## src/rtl/tart_acquire_pkg.sv

```systemverilog
// tart_acquire_pkg: register map constants for the TART acquisition register slave
package tart_acquire_pkg;
  localparam logic [2:0] ADDR_DATA0   = 3'd0;
  localparam logic [2:0] ADDR_DATA1   = 3'd1;
  localparam logic [2:0] ADDR_DATA2   = 3'd2;
  localparam logic [2:0] ADDR_DELAY   = 3'd5;
  localparam logic [2:0] ADDR_STATUS  = 3'd6;
  localparam logic [2:0] ADDR_CONTROL = 3'd7;
  localparam int CTRL_EN    = 0;
  localparam int CTRL_DEBUG = 1;
endpackage

```

## src/rtl/tart_acquire.sv

```systemverilog
// tart_acquire: 8-bit pipelined bus slave holding acquisition control and the current 24-bit sample
module tart_acquire
  import tart_acquire_pkg::*;
#(
  parameter int WIDTH = 8,
  parameter int MSB   = WIDTH - 1
) (
  input  logic         clk_i,
  input  logic         rst_ni,
  input  logic         cyc_i,
  input  logic         stb_i,
  input  logic         we_i,
  output logic         ack_o,
  input  logic [2:0]   adr_i,
  input  logic [MSB:0] dat_i,
  output logic [MSB:0] dat_o,
  input  logic         data_ready,
  output logic         data_request,
  input  logic [23:0]  data_in,
  input  logic         spi_busy,
  output logic         aq_debug_mode,
  output logic         aq_enabled,
  output logic [2:0]   aq_sample_delay
);
  logic [23:0]  sample;
  logic         valid;
  logic [MSB:0] rdata;
  logic         acc, wr, req;
  assign acc = cyc_i & stb_i;
  assign wr  = acc & we_i;
  assign req = acc & ~we_i & (adr_i == ADDR_DATA2) & aq_enabled;
  always_comb begin
    rdata = (adr_i == ADDR_DATA0)   ? sample[7:0] :
            (adr_i == ADDR_DATA1)   ? sample[15:8] :
            (adr_i == ADDR_DATA2)   ? sample[23:16] :
            (adr_i == ADDR_DELAY)   ? {5'd0, aq_sample_delay} :
            (adr_i == ADDR_STATUS)  ? {5'd0, aq_enabled, spi_busy, valid} :
            (adr_i == ADDR_CONTROL) ? {6'd0, aq_debug_mode, aq_enabled} : '0;
  end
  always_ff @(posedge clk_i or negedge rst_ni) begin
    if (!rst_ni) begin
      ack_o           <= 1'b0;
      dat_o           <= '0;
      data_request    <= 1'b0;
      aq_enabled      <= 1'b0;
      aq_debug_mode   <= 1'b0;
      aq_sample_delay <= 3'd0;
      sample          <= 24'd0;
      valid           <= 1'b0;
    end else begin
      ack_o        <= acc;
      data_request <= req;
      if (acc) dat_o <= rdata;
      if (wr && adr_i == ADDR_DELAY) aq_sample_delay <= dat_i[2:0];
      if (wr && adr_i == ADDR_CONTROL) begin
        aq_enabled    <= dat_i[CTRL_EN];
        aq_debug_mode <= dat_i[CTRL_DEBUG];
      end
      // a fresh sample beats a same-cycle DATA2 read, so valid stays set
      if (data_ready) begin
        sample <= data_in;
        valid  <= 1'b1;
      end else if (req) valid <= 1'b0;
    end
  end
endmodule

```

## config.mk

```make
export PLATFORM = sky130hd
export DESIGN_NAME = tart_acquire
export DESIGN_NICKNAME = d
export VERILOG_FILES = /design/src/rtl/tart_acquire_pkg.sv /design/src/rtl/tart_acquire.sv
export SDC_FILE = /design/constraint.sdc
export NUM_CORES = 1
export LEC_CHECK = 0
export ABC_AREA = 1
export BUFFER_PORTS_ARGS = -buffer_cell sky130_fd_sc_hd__buf_2
export CAP_MARGIN = 5
export CORE_ASPECT_RATIO = 1.25
export CORE_MARGIN = 8
export CORE_UTILIZATION = 40
export CTS_CLUSTER_SIZE = 16
export DETAILED_ROUTE_END_ITERATION = 10
export PLACE_DENSITY = 0.65
export REMOVE_ABC_BUFFERS = 1
export SYNTH_ARGS = -nofsm -noshare
export SYNTH_HDL_FRONTEND = slang
export SYNTH_SLANG_ARGS = --single-unit
export TNS_END_PERCENT = 20
```

## constraint.sdc

```tcl
create_clock -name clk_i -period 1.1 [get_ports clk_i]
set_input_delay 0.11 -clock clk_i [delete_from_list [all_inputs] [get_ports clk_i]]
set_output_delay 0.11 -clock clk_i [all_outputs]
set_load 0.03 [all_outputs]
```

==> results.md <==
- Main synth FF type: dfrtp_1
- CTS root buf: clkbuf_8
- Placer congestion estimate: 0.772
- GRT Total Usage: 12.0%
- Status: complete, no violations
- Clock transition at the registers of the reported paths: 70 ps
- Ys async rst share: 100%
- Final WL: 4.11 mm
- CP delay by family, top: flip-flops
- DR pass1 iterations: 4
- Synthesized area per cell: 8.55 µm²
- Yosys warns: 0
- Top-area cell type share of the netlist area: 55.0%
- Share of layout cells above drive strength 1: 27.8%
- Tot Pwr: 0.00337 W
- Final setup margin: 54.5 ps
- Worst endpoint required time: 990 ps
- Yosys reg bits: 40
- Max Clock Skew: 6.59 ps
- CP max stage cell: dfrtp_1
- Synthesis-to-layout area growth: 25.7%
- Initial antenna violation count: 0
- Avg Vias per Cell: 4.56
- Largest net degree at the start of global routing: 41
- Clk_lat worst skew: 290 ps
- DRT iter0 DRCs: 95
- Final Hold Fails: 0
- Slowest stage delay, CP: 420 ps
- Via count: 1509
- Max Clock Freq: 956 MHz
- Initial Util: 41.5%
- Final setup fails: 0
- Max Slew Vio Count: 0
- H-tree depth: 2
- Count leader, synth: nand2_1
- Pwr per Cell Area: 1470 nW/µm²
- Detailed placement HPWL: 3.05 mm
- Synth area leader: dfrtp_1
- Mapped Cells: 213
- Crit start category: flip-flop
- Core area: 4390 µm²
- EDFF count, synth: 0
- Top cells by area, synth: dfrtp_1 (55%), nand2_1 (12%), o21ai_0 (8.8%)
- Min Tclk post-route: 1050 ps
- Area of the die: 6980 µm²
- Cells along the critical path: buf_2
- WL per Instance: 12.4 µm
- CTS tree: yes
- Io pins: 57
- Overflow after GRT: 0
- Max FO, Critical Path: 4
- Post-synth top cells: nand2_1 (58), dfrtp_1 (40), o21ai_0 (32), inv_1 (26), nor2_1 (21)
- HP Class: primary input to flip-flop
- Clock Tree Buf Depth: 2
- Die X-Extent: 76.3 µm
- Fin crit share: 95.0%
- Vias in the first global route: 1532
- Drt drc: 0
- # fillers: 447
- Post-Syn Area: 1820 µm²
- RSZ-0062 raised after global routing: false
- WS Path Type: flip-flop to output pin
- Crit path DAT: 940 ps
- Num rows: 27
- VDD IR max: 0.864 mV
- Routed Antenna Nets: 0
- First-pass GRT wire length: 6.88 mm
- Final #Nets: 314
- Slew HR: 75.8%
- Slew @ Worst Pin: 363 ps
- Max-cap viol count: 0
- Synth cell types: 20
- Num CTS Buffers: 5
- Die Y: 91.4 µm
- Number of post-CTS setup repair buffers: 0
- Cell leakage power: 1.24 nW
- Crit end category: output pin
- Pre-CTS setup slack: -39.9 ps
- # diodes: 0
- Total clock sinks: 40
- Seq/Total Area, Yosys: 55.0%
- Buf/Inv on CP: 1
- IO buf count: 51
[logic make-up after synthesis]
logic type / after synthesis / share of synthesized area [%]
AO/OA/AOI/OAI: 39 / 11.1
AND/OR/NAND/NOR: 97 / 25.0
buffers and inverters: 36 / 8.04
multiplexers: 1 / 0.825
flip-flops: 40 / 55.0
[metal layers]
metal	GRT usage (%)	part of all wire [%]
met2	20.4	48
met1	13.7	45
met4	5.79	2.0
met3	3.25	4.2
met5	0	0
[area by class of cell]
class | count | area, µm² | share of cell area (%)
sequential | 40 | 1000 | 43.7
inverter | 29 | 109 | 4.76
timing repair buffer | 59 | 343 | 15.0
multi-input combinational | 137 | 673 | 29.4
tap | 58 | 72.6 | 3.17
clock buffer | 8 | 90.1 | 3.94
[timing repair]
item	4_1_cts	5_1_grt
gates resized for setup	0	0
endpoints found under the setup margin	0	1
hold buffers	1	0
endpoints found under the hold margin	40	0
[registers in the layout (all words and copies together) (netlist names)]
signal / flops
sample: 24
dat_o: 8
aq_sample_delay: 3
ack_o: 1
aq_debug_mode: 1
aq_enabled: 1
data_request: 1
valid: 1
[worst paths after layout]
| path | from | endpoint | slack (ps) | cells past startpoint |
|---|---|---|---|---|
| setup / recovery | aq_enabled$_DFFE_PN0P_ | aq_enabled | 50 | 1 |
| hold / removal | data_in[1] | sample[1]$_DFFE_PN0P_ | 20 | 3 |
| setup reg to reg | aq_enabled$_DFFE_PN0P_ | valid$_DFFE_PN0P_ | 80 | 3 |
| hold reg to reg | sample[0]$_DFFE_PN0P_ | sample[0]$_DFFE_PN0P_ | 470 | 2 |
| max in group asynchronous | rst_ni | aq_debug_mode$_DFFE_PN0P_ | 570 | 3 |
| min in group asynchronous | rst_ni | sample[15]$_DFFE_PN0P_ | 330 | 3 |
[power by group]
part / total [W] / internal (W) / switching [W] / leakage (nW)
registers: 0.00170 / 0.00163 / 0.0000785 / 0.490
clock network: 0.000992 / 0.000511 / 0.000481 / 0.0455
logic: 0.000678 / 0.000237 / 0.000441 / 0.708
[cells in the final DEF (no fill, tap or decap)]
master / instances
nand4_1: 5
inv_1: 26
mux2_4: 1
nor2_1: 21
nand3b_1: 1
nand2_1: 58
clkbuf_1: 2
nand2_2: 3
o21ai_1: 1
buf_12: 2
dfrtp_1: 40
nor4_4: 1
inv_2: 2
clkbuf_8: 6
clkinv_1: 1
nand2_4: 1
buf_4: 5
nand3_1: 3
dlygate4sd3_1: 1
o22ai_1: 6
nand3b_4: 1
buf_2: 51
nor2_4: 3
o21ai_0: 32
[through the flow]
stage / TNS, ps / std cells / utilization, % / area, µm² / hold slack (ps)
after CTS: 0 / 331 / 52.1 / 2290 / 9.47
after detailed placement: -185 / 322 / 49.8 / 2190 / 116
after global routing: 0 / 331 / 52.1 / 2290 / 18.2
final: 0 / 331 / 52.1 / 2290 / 19.1
after floorplan: -43.6 / 206 / - / 1780 / -186
after global placement: -71.4 / 322 / 49.8 / 2190 / 95.6
No activity file was read; power rests on OpenSTA's default activity.
